### src/rtl/ram_port_arbiter_if.sv
// rtl/ram_port_arbiter_if.sv - two requester ports plus shared RAM port of the arbiter
interface ram_port_arbiter_if;
  // requester 0 (bios)
  logic        p0_req;
  logic        p0_we;
  logic [3:0]  p0_be;
  logic [31:0] p0_addr;
  logic [31:0] p0_wdata;
  logic        p0_gnt;
  logic        p0_rvalid;
  // requester 1 (core)
  logic        p1_req;
  logic        p1_we;
  logic [3:0]  p1_be;
  logic [31:0] p1_addr;
  logic [31:0] p1_wdata;
  logic        p1_gnt;
  logic        p1_rvalid;
  // shared read return
  logic [31:0] rdata;
  // RAM side
  logic        ram_read_req;
  logic [31:0] ram_read_addr;
  logic        ram_write_enable;
  logic [3:0]  ram_byte_enable;
  logic [31:0] ram_write_addr;
  logic [31:0] ram_write_data;
  logic [31:0] ram_read_data;

  // arbiter side
  modport slave (
    input  p0_req, p0_we, p0_be, p0_addr, p0_wdata,
    input  p1_req, p1_we, p1_be, p1_addr, p1_wdata,
    input  ram_read_data,
    output p0_gnt, p0_rvalid, p1_gnt, p1_rvalid, rdata,
    output ram_read_req, ram_read_addr,
    output ram_write_enable, ram_byte_enable, ram_write_addr, ram_write_data
  );

  // requesters and RAM side
  modport master (
    output p0_req, p0_we, p0_be, p0_addr, p0_wdata,
    output p1_req, p1_we, p1_be, p1_addr, p1_wdata,
    output ram_read_data,
    input  p0_gnt, p0_rvalid, p1_gnt, p1_rvalid, rdata,
    input  ram_read_req, ram_read_addr,
    input  ram_write_enable, ram_byte_enable, ram_write_addr, ram_write_data
  );
endinterface

### src/rtl/ram_port_arbiter.sv
// rtl/ram_port_arbiter.sv - two-port single-RAM arbiter with burst-limited ownership
module ram_port_arbiter #(
  parameter int MAX_BURST = 8
) (
  input  logic                  clk,
  input  logic                  rst,
  input  logic                  clk_en,
  ram_port_arbiter_if.slave     bus
);

  typedef enum logic [1:0] {
    IDLE = 2'd0,
    OWN0 = 2'd1,
    OWN1 = 2'd2
  } state_t;

  localparam logic [7:0] MAX_C = 8'(MAX_BURST);

  state_t      state_q, state_d;
  state_t      owner_c;
  logic [7:0]  burst_q, burst_d;
  logic        rvalid0_q, rvalid0_d;
  logic        rvalid1_q, rvalid1_d;

  logic        en_c;
  logic        pick1_c;
  logic        gnt0_c, gnt1_c;

  logic        rd_req_c;
  logic [31:0] rd_addr_c;
  logic        wr_en_c;
  logic [3:0]  wr_be_c;
  logic [31:0] wr_addr_c;
  logic [31:0] wr_data_c;

  // Arbitration: pick1_c selects port 1 when it is the sole requester or wins a contest
  always_comb begin
    en_c    = clk_en & ~rst;
    pick1_c = 1'b0;
    if (bus.p1_req && !bus.p0_req) begin
      pick1_c = 1'b1;
    end else if (bus.p0_req && bus.p1_req) begin
      case (state_q)
        OWN0:    pick1_c = (burst_q >= MAX_C);
        OWN1:    pick1_c = (burst_q <  MAX_C);
        default: pick1_c = 1'b0;
      endcase
    end
    gnt0_c = en_c & bus.p0_req & ~pick1_c;
    gnt1_c = en_c & bus.p1_req &  pick1_c;
  end

  // Route the granted port's request onto the RAM port; everything zero otherwise
  always_comb begin
    rd_req_c  = 1'b0;
    rd_addr_c = 32'h0;
    wr_en_c   = 1'b0;
    wr_be_c   = 4'h0;
    wr_addr_c = 32'h0;
    wr_data_c = 32'h0;
    if (gnt0_c) begin
      if (bus.p0_we) begin
        wr_en_c   = 1'b1;
        wr_be_c   = bus.p0_be;
        wr_addr_c = bus.p0_addr;
        wr_data_c = bus.p0_wdata;
      end else begin
        rd_req_c  = 1'b1;
        rd_addr_c = bus.p0_addr;
      end
    end else if (gnt1_c) begin
      if (bus.p1_we) begin
        wr_en_c   = 1'b1;
        wr_be_c   = bus.p1_be;
        wr_addr_c = bus.p1_addr;
        wr_data_c = bus.p1_wdata;
      end else begin
        rd_req_c  = 1'b1;
        rd_addr_c = bus.p1_addr;
      end
    end
  end

  // Next ownership, burst length and read-valid; everything holds while clk_en is low
  always_comb begin
    state_d   = state_q;
    burst_d   = burst_q;
    rvalid0_d = rvalid0_q;
    rvalid1_d = rvalid1_q;
    owner_c   = gnt1_c ? OWN1 : OWN0;
    if (clk_en) begin
      rvalid0_d = gnt0_c & ~bus.p0_we;
      rvalid1_d = gnt1_c & ~bus.p1_we;
      if (gnt0_c || gnt1_c) begin
        if (state_q == owner_c) begin
          // saturate so a long solo burst never overflows the 8-bit count
          burst_d = (burst_q >= MAX_C) ? MAX_C : burst_q + 8'd1;
        end else begin
          state_d = owner_c;
          burst_d = 8'd1;
        end
      end else begin
        state_d = IDLE;
        burst_d = 8'd0;
      end
    end
  end

  // Arbiter state register with asynchronous reset
  always_ff @(posedge clk or posedge rst) begin
    if (rst) begin
      state_q   <= IDLE;
      burst_q   <= 8'd0;
      rvalid0_q <= 1'b0;
      rvalid1_q <= 1'b0;
    end else begin
      state_q   <= state_d;
      burst_q   <= burst_d;
      rvalid0_q <= rvalid0_d;
      rvalid1_q <= rvalid1_d;
    end
  end

  assign bus.p0_gnt           = gnt0_c;
  assign bus.p1_gnt           = gnt1_c;
  assign bus.p0_rvalid        = rvalid0_q;
  assign bus.p1_rvalid        = rvalid1_q;
  assign bus.rdata            = bus.ram_read_data;
  assign bus.ram_read_req     = rd_req_c;
  assign bus.ram_read_addr    = rd_addr_c;
  assign bus.ram_write_enable = wr_en_c;
  assign bus.ram_byte_enable  = wr_be_c;
  assign bus.ram_write_addr   = wr_addr_c;
  assign bus.ram_write_data   = wr_data_c;

endmodule

### src/flat_wrapper.sv
// flat-port wrapper written by rule: the top's interface ports become plain ports
module ram_port_arbiter_flat 
#(
  parameter int MAX_BURST = 8
)
  (clk, rst, clk_en, bus_p0_req, bus_p0_we, bus_p0_be, bus_p0_addr, bus_p0_wdata, bus_p1_req, bus_p1_we, bus_p1_be, bus_p1_addr, bus_p1_wdata, bus_ram_read_data, bus_p0_gnt, bus_p0_rvalid, bus_p1_gnt, bus_p1_rvalid, bus_rdata, bus_ram_read_req, bus_ram_read_addr, bus_ram_write_enable, bus_ram_byte_enable, bus_ram_write_addr, bus_ram_write_data);
  ram_port_arbiter_if bus_i ();
  input  logic clk;
  input  logic rst;
  input  logic clk_en;
  input wire logic [$bits(bus_i.p0_req)-1:0] bus_p0_req;
  input wire logic [$bits(bus_i.p0_we)-1:0] bus_p0_we;
  input wire logic [$bits(bus_i.p0_be)-1:0] bus_p0_be;
  input wire logic [$bits(bus_i.p0_addr)-1:0] bus_p0_addr;
  input wire logic [$bits(bus_i.p0_wdata)-1:0] bus_p0_wdata;
  input wire logic [$bits(bus_i.p1_req)-1:0] bus_p1_req;
  input wire logic [$bits(bus_i.p1_we)-1:0] bus_p1_we;
  input wire logic [$bits(bus_i.p1_be)-1:0] bus_p1_be;
  input wire logic [$bits(bus_i.p1_addr)-1:0] bus_p1_addr;
  input wire logic [$bits(bus_i.p1_wdata)-1:0] bus_p1_wdata;
  input wire logic [$bits(bus_i.ram_read_data)-1:0] bus_ram_read_data;
  output wire logic [$bits(bus_i.p0_gnt)-1:0] bus_p0_gnt;
  output wire logic [$bits(bus_i.p0_rvalid)-1:0] bus_p0_rvalid;
  output wire logic [$bits(bus_i.p1_gnt)-1:0] bus_p1_gnt;
  output wire logic [$bits(bus_i.p1_rvalid)-1:0] bus_p1_rvalid;
  output wire logic [$bits(bus_i.rdata)-1:0] bus_rdata;
  output wire logic [$bits(bus_i.ram_read_req)-1:0] bus_ram_read_req;
  output wire logic [$bits(bus_i.ram_read_addr)-1:0] bus_ram_read_addr;
  output wire logic [$bits(bus_i.ram_write_enable)-1:0] bus_ram_write_enable;
  output wire logic [$bits(bus_i.ram_byte_enable)-1:0] bus_ram_byte_enable;
  output wire logic [$bits(bus_i.ram_write_addr)-1:0] bus_ram_write_addr;
  output wire logic [$bits(bus_i.ram_write_data)-1:0] bus_ram_write_data;
  assign bus_i.p0_req = bus_p0_req;
  assign bus_i.p0_we = bus_p0_we;
  assign bus_i.p0_be = bus_p0_be;
  assign bus_i.p0_addr = bus_p0_addr;
  assign bus_i.p0_wdata = bus_p0_wdata;
  assign bus_i.p1_req = bus_p1_req;
  assign bus_i.p1_we = bus_p1_we;
  assign bus_i.p1_be = bus_p1_be;
  assign bus_i.p1_addr = bus_p1_addr;
  assign bus_i.p1_wdata = bus_p1_wdata;
  assign bus_i.ram_read_data = bus_ram_read_data;
  assign bus_p0_gnt = bus_i.p0_gnt;
  assign bus_p0_rvalid = bus_i.p0_rvalid;
  assign bus_p1_gnt = bus_i.p1_gnt;
  assign bus_p1_rvalid = bus_i.p1_rvalid;
  assign bus_rdata = bus_i.rdata;
  assign bus_ram_read_req = bus_i.ram_read_req;
  assign bus_ram_read_addr = bus_i.ram_read_addr;
  assign bus_ram_write_enable = bus_i.ram_write_enable;
  assign bus_ram_byte_enable = bus_i.ram_byte_enable;
  assign bus_ram_write_addr = bus_i.ram_write_addr;
  assign bus_ram_write_data = bus_i.ram_write_data;
  ram_port_arbiter #(.MAX_BURST(MAX_BURST)) u_core (.clk(clk), .rst(rst), .clk_en(clk_en), .bus(bus_i));
endmodule
### config.mk
export PLATFORM = sky130hd
export DESIGN_NAME = ram_port_arbiter_flat
export DESIGN_NICKNAME = d
export VERILOG_FILES = /design/src/rtl/ram_port_arbiter_if.sv /design/src/rtl/ram_port_arbiter.sv /design/src/flat_wrapper.sv
export SDC_FILE = /design/constraint.sdc
export NUM_CORES = 1
export LEC_CHECK = 0
export ABC_AREA = 0
export CAP_MARGIN = 0
export CORE_AREA = 2 2 121 123
export DETAILED_ROUTE_END_ITERATION = 10
export DIE_AREA = 0 0 123 125
export PLACE_DENSITY = 0.62
export SLEW_MARGIN = 20
export SYNTH_ARGS = -nofsm -noshare
export SYNTH_HDL_FRONTEND = slang
export SYNTH_SLANG_ARGS = --single-unit
### constraint.sdc
create_clock -name clk -period 4.6 [get_ports clk]
set_input_delay 0.92 -clock clk [delete_from_list [all_inputs] [get_ports clk]]
set_output_delay 0.92 -clock clk [all_outputs]
set_load 0.1 [all_outputs]
==> results of run 1 <==
-- cells by family after synthesis --
group | Yosys count | share of synthesized area [%]
AO/OA/AOI/OAI | 114 | 51.3
buffers and inverters | 63 | 20.7
AND/OR/NAND/NOR | 28 | 8.26
flip-flops | 12 | 15.5
adder cells (fa/ha/maj) | 4 | 2.58
multiplexers | 2 | 1.68
-- layout make-up --
class / count / area share (%)
inverters: 7 / 0.470
repair buffers: 258 / 64.4
clock buffers: 3 / 1.34
well taps: 184 / 4.12
multi-input cells: 148 / 24.3
flip-flops and latches: 12 / 5.38
-- how the worst min path moves through the flow --
stage / to / slack (ns) / cells past startpoint / from
after floorplan: u_core.burst_q[3] / 0.46 / 1 / u_core.burst_q[3]
after global placement: u_core.bus.p0_rvalid / 0.47 / 1 / u_core.bus.p0_rvalid
after detailed placement: u_core.bus.p0_rvalid / 0.47 / 1 / u_core.bus.p0_rvalid
after CTS: u_core.bus.p0_rvalid / 0.49 / 1 / u_core.bus.p0_rvalid
after global routing: u_core.bus.p0_rvalid / 0.50 / 1 / u_core.bus.p0_rvalid
final: u_core.bus.p0_rvalid / 0.48 / 1 / u_core.bus.p0_rvalid
-- synth_stat cells, drive strengths merged (2+ instances only) --
| cell type | instances | area share [%] |
|---|---|---|
| or2 | 2 | 0.65 |
| o21ai | 2 | 0.71 |
| nand3 | 3 | 0.77 |
| mux2i | 2 | 1.7 |
| clkbuf | 6 | 1.2 |
| a21o | 4 | 1.5 |
| inv | 7 | 1.4 |
| nand2 | 4 | 0.90 |
| ha | 4 | 2.6 |
| nor2 | 5 | 0.97 |
| o31ai | 3 | 1.9 |
| buf | 50 | 18 |
| nor2b | 7 | 2.3 |
| a22o | 100 | 45 |
| dfrtp | 12 | 15 |
| and3 | 2 | 0.65 |
| and2 | 2 | 0.77 |
-- power by group through the flow --
stage          Combinational (mW)  Clock, mW  Sequential, mW
6_report                    0.520      0.159           0.113
2_1_floorplan               0.381          0           0.120
3_5_place_dp                0.521          0           0.114
4_1_cts                     0.523      0.161           0.113
3_3_place_gp                0.518          0           0.114
5_1_grt                     0.538      0.169           0.113
-- per-layer routing --
metal  vias to the layer above  track usage (%)
met3                        11             3.88
li1                       1261                -
met2                       179             23.1
met5                         -                0
met4                         0             2.07
met1                      1249             14.7
-- sequential cells by signal, indices dropped and copies added (netlist names) --
| signal | cells |
|---|---|
| u_core.burst_q | 8 |
| u_core.bus.p0_rvalid | 1 |
| u_core.state_q | 2 |
| u_core.bus.p1_rvalid | 1 |
==> key figures, run 1 <==
Outcome
  – Status: completed

Setup path
  – Critical Path End: bus_ram_write_addr[17]
  – Crit path depth: 7
  – Worst EP arrival: 3.11 ns
  – Cells on worst reg2reg path: 7
  – Slowest stage cell, crit path: clkdlybuf4s50_1
  – Worst EP required: 3.68 ns
  – Worst r2r dst: u_core.burst_q[1]
  – CP peak stage delay: 0.71 ns
  – Worst path cell trace: clkdlybuf4s50_1 -> nand2_1 -> o31ai_4 -> and2_4 -> buf_4 -> a22o_2 -> buf_12
  – Worst r2r src: u_core.state_q[0]
  – Family with the most delay on the worst path: buffers and inverters
  – CP Class: input pin to output pin
  – Setup crit start kind: input pin
  – Worst Setup SP: clk_en
  – Crit Path Max Fanout: 28
  – Worst Path Buf+Inv: 3
  – Setup crit end kind: output pin
  – Internal reg-to-reg setup slack: 2.63 ns

Clock network
  – # hold bufs at CTS: 0
  – Post-CTS sizing: 0
  – Clk Latency, worst-skew pair: 0.24 ns
  – Setup bufs post-CTS: 0
  – Num CTS Buffers: 3
  – Clk slew on worst S/H paths: 0.04 ns
  – CTS root buffer: clkbuf_16
  – CTS max path bufs: 2
  – Htree depth: 1
  – Clock Sink Count: 12
  – TritonCTS clock tree: built

Final layout
  – Layout cell share with drive strength beyond 1: 50.9%
  – Area growth syn-to-layout: 188%
  – Layout Nets: 609
  – Commonest non-fill, non-tap cells in the layout: clkdlybuf4s50_1 (144), buf_12 (104), a22o_2 (89)
  – Post-route cell area: 5590 um2
  – Multi-input logic area: 1360 um2
  – Layout filler cell count: 1327
  – Register area: 300 um2
  – Ant diodes: 0
  – Most common cell after layout, fill and taps aside: clkdlybuf4s50_1
  – Post-route insts no fill: 612
  – Post-layout util: 39.3%

Pwr
  – Comb pwr share: 65.6%
  – Reg power frac: 14.2%
  – Switch Pwr: 334 uW
  – Cell area power density: 142 nW/um2
  – Switching share of total power: 42.1%
  – Clk pwr share: 20.1%
  – Peak VDD IR: 0.156 mV
  – Tot Pwr: 792 uW
  – Int Pwr: 458 uW
  – Leak: 2.25 nW

Synthesis
  – #FFs+latches synth: 12
  – Synth warnings: 0
  – Post-synth EDFFs: 0
  – Asr flop ratio synth: 100%
  – Post-Syn Area: 1940 um2
  – Syn nets: 402
  – Sequential-to-total area share from yosys stat: 15.5%
  – Avg Inst Size Synth: 8.70 um2
  – Post-synthesis cell type count: 34
  – Mapped Cells: 223
  – Synth Flop Type: dfrtp_1

Routing
  – Pre-antenna DRT Iters: 4
  – DR vias/cell: 4.41
  – Wire length on met3: 1290 um
  – Antenna Nets Post-Route: 0
  – Met2 WL: 5320 um
  – Vias post-DR: 2700
  – DR iter-0 viols: 100
  – M1 wire length: 4020 um
  – Wire per inst: 17.5 um
  – Top sig layer: met4
  – Remaining DRCs: 0
  – Total wire length: 10700 um

Die
  – Core Footprint: 14200 um2
  – # IOs: 313
  – Initial Util: 13.7%
  – Die area: 15400 um2
  – Die H: 125 um
  – Cell row count: 44
  – Die Wd: 123 um

STA
  – Relative slew slack: 32.7%
  – Slew @ Worst Pin: 1.01 ns
  – Final min period: 4.03 ns
  – Clock skew: 0.00134 ns
  – Hold Slack: 0.483 ns
  – Post-route setup slack: 0.571 ns
  – RSZ-0062 raised after global routing: no
  – Count of final hold-check violations: 0
  – Fin Setup TNS: 0 ns
  – Final setup viols: 0
  – Slew Viols, Final: 0
  – Final period utilization: 87.6%
  – Max Fclk: 248 MHz

Min path
  – HP Class: register to register

Placed design
  – PortBufs: 248
  – Placed cell count: 609
  – Placed instance area: 5510 um2
  – DP Worst Slack: 0.543 ns
  – HPWL after DPL: 8890 um
  – Final GP Congestion: 0.852

Job
  – Max Cap Viol: 0

Global routing
  – Largest net degree at the start of global routing: 54
  – Initial antenna violation count: 0
  – Vias in the first global route: 2749
  – First-pass GRT wire length: 15500 um
  – GRT Overall Usage: 12.7%
  – Total gr overflow: 0
(Power assumes the default switching activity.)
==> run 2: changes to the inputs <==
--- a/config.mk
+++ b/config.mk
@@ -6,6 +6,7 @@
 export NUM_CORES = 1
 export LEC_CHECK = 0
 export ABC_AREA = 0
+export ABC_CLOCK_PERIOD_IN_PS = 4600
 export CAP_MARGIN = 0
 export CORE_AREA = 2 2 121 123
 export DETAILED_ROUTE_END_ITERATION = 10
==> constraint.sdc (replaced) <==
create_clock -name clk -period 4.6 [get_ports clk]
set_input_delay 1.38 -clock clk [delete_from_list [all_inputs] [get_ports clk]]
set_output_delay 1.38 -clock clk [all_outputs]
set_load 0.1 [all_outputs]
==> key figures, run 2 (synthesis gave the netlist of run 1 again) <==
Setup path
  – Worst EP arrival: 3.06 ns (-0.05 ns)
  – Cells on worst reg2reg path: 7 (unchanged)
  – Setup crit end kind: output pin
  – Crit Path Max Fanout: 20 (-29%)
  – Worst EP required: 3.22 ns (-0.46 ns)
  – Worst Setup SP: bus_p0_req
  – CP Class: input pin to output pin
  – Slowest stage cell, crit path: clkdlybuf4s50_1
  – Worst path cell trace: clkdlybuf4s50_1 -> and3_1 -> o21ai_4 -> buf_4 -> nor2_4 -> buf_12 -> a22o_4 -> buf_12
  – Worst r2r src: u_core.state_q[0]
  – Setup crit start kind: input pin
  – Most frequent cell on the critical path: buf_12
  – CP peak stage delay: 0.47 ns (-0.24 ns)

Outcome
  – Status: completed

Final layout
  – Largest regs: u_core.burst_q (8), u_core.state_q (2)
  – Most common cell after layout, fill and taps aside: clkdlybuf4s50_1
  – Ant diodes: 0 (unchanged)
  – Commonest non-fill, non-tap cells in the layout: clkdlybuf4s50_1 (141), buf_12 (113), a22o_4 (100)
  – Layout Nets: 629 (+3.3%)
  – Reg with most FFs: u_core.burst_q
  – Max FFs per register: 8 (unchanged)
  – Layout cell share with drive strength beyond 1: 56.1% (+5.2 points)
  – Area growth syn-to-layout: 247%
  – Post-route insts no fill: 633 (+3.4%)

STA
  – RSZ-0062 raised after global routing: no
  – Count of final hold-check violations: 0 (unchanged)
  – Clock skew: 0.00135 ns (+0.00000727 ns)
  – Relative slew slack: 35.5% (+2.7 points)
  – Max Fclk: 225 MHz (-9.4%)
  – Slew Viols, Final: 0 (unchanged)
  – Fin Setup TNS: 0 ns (unchanged)
  – Post-route setup slack: 0.155 ns (-0.416 ns)
  – Final setup viols: 0 (unchanged)
  – Slew @ Worst Pin: 0.965 ns (-0.0406 ns)
  – Final period utilization: 96.6% (+9.0 points)
  – Final min period: 4.44 ns (+0.416 ns)

Routing
  – DR vias/cell: 4.53 (+2.6%)
  – Pre-antenna DRT Iters: 4 (unchanged)
  – Total wire length: 12600 um (+18%)
  – Remaining DRCs: 0 (unchanged)
  – DR iter-0 viols: 80 (-20%)
  – Antenna Nets Post-Route: 0 (unchanged)
  – Wire per inst: 19.9 um (+14%)
  – Vias post-DR: 2866 (+6.1%)

Global routing
  – Largest net degree at the start of global routing: 23 (-57%)
  – First-pass GRT wire length: 18100 um (+16%)
  – Total gr overflow: 0 (unchanged)
  – GRT Overall Usage: 15.2% (+2.5 points)
  – Initial antenna violation count: 1 (+1)
  – Vias in the first global route: 3204 (+17%)

Clock network
  – Clk slew on worst S/H paths: 0.04 ns (about the same)
  – CTS root buffer: clkbuf_16
  – Clock Sink Count: 12 (unchanged)
  – Clk Latency, worst-skew pair: 0.24 ns (about the same)
  – Htree depth: 1 (unchanged)
  – CTS max path bufs: 2 (unchanged)
  – # hold bufs at CTS: 0 (unchanged)
  – TritonCTS clock tree: built
  – Num CTS Buffers: 3 (unchanged)

Min path
  – Hold Path Depth: 1 (unchanged)
  – Hold Crit Start: u_core.burst_q[3]
  – HP Class: register to register

Die
  – # IOs: 313 (unchanged)
  – Cell row count: 44 (unchanged)
  – Initial Util: 13.7% (unchanged)
  – Die H: 125 um (unchanged)
  – Die area: 15400 um2 (unchanged)
  – Die Wd: 123 um (unchanged)
  – Core Footprint: 14200 um2 (unchanged)

Placed design
  – Placed cell count: 621 (+2.0%)
  – DP Worst Slack: -0.0487 ns (-0.591 ns)
  – HPWL after DPL: 10300 um (+16%)
  – Final GP Congestion: 0.885 (+3.9%)
  – PortBufs: 248 (unchanged)

Pwr
  – Peak VDD IR: 0.112 mV (-28%)
  – Leak: 3.00 nW (+33%)
  – Cell area power density: 131 nW/um2 (-8.0%)
  – Tot Pwr: 879 uW (+11%)

Job
  – Max Cap Viol: 0 (unchanged)
[run 2: power breakdown]
group / total [mW] / switching, mW / internal (mW)
sequential: 0.113 / 0.00368 / 0.109
combinational: 0.590 / 0.319 / 0.272
clock: 0.176 / 0.0449 / 0.131
total: 0.879 / 0.367 / 0.512
[run 2: final timing paths]
kind / endpoint / slack [ns]
hold reg to reg: u_core.burst_q[3] / 0.48
min in group asynchronous: u_core.bus.p1_rvalid / 1.32
max in group asynchronous: u_core.burst_q[0] / 3.04
hold / removal: u_core.burst_q[3] / 0.48
setup reg to reg: u_core.burst_q[1] / 2.57
setup / recovery: bus_ram_read_addr[1] / 0.16
[run 2: cell type report]
class / instances / area (um2)
Multi-Input combinational cell: 149 / 2150
Tap cell: 184 / 230
Sequential cell: 12 / 300
Inverter: 7 / 30.0
Clock buffer: 4 / 88.8
Timing Repair Buffer: 277 / 3940
Fill cell: 1247 / 7460
[run 2: per-layer routing]
| layer | GRT usage [%] | wire length [um] |
|---|---|---|
| met1 | 16.0 | 4290 |
| met2 | 29.0 | 6760 |
| met3 | 4.61 | 1310 |
| met4 | 3.41 | 218 |
| met5 | 0 | 13 |
[run 2: critical path, delay by kind of cell]
family	cells	cell delay, ns
buffers and inverters	4	1.01
AND/OR/NAND/NOR	2	0.40
AO/OA/AOI/OAI	2	0.26
[run 2: repair_timing]
action	CTS	global route
pin swaps	2	2
resized for setup	3	4
endpoints found under the setup margin	69	45
buffers inserted	2	1
hold endpoints to repair	0	0
cloned	1	5
[run 2: stage by stage]
stage                     hold WS [ns]  util [%]  instance area (um2)
after floorplan                  0.456         -                 2870
after global placement           0.470      45.7                 6500
after detailed placement         0.482      45.7                 6500
after CTS                        0.492      46.8                 6640
after global routing             0.508      47.4                 6740
final                            0.483      47.4                 6740
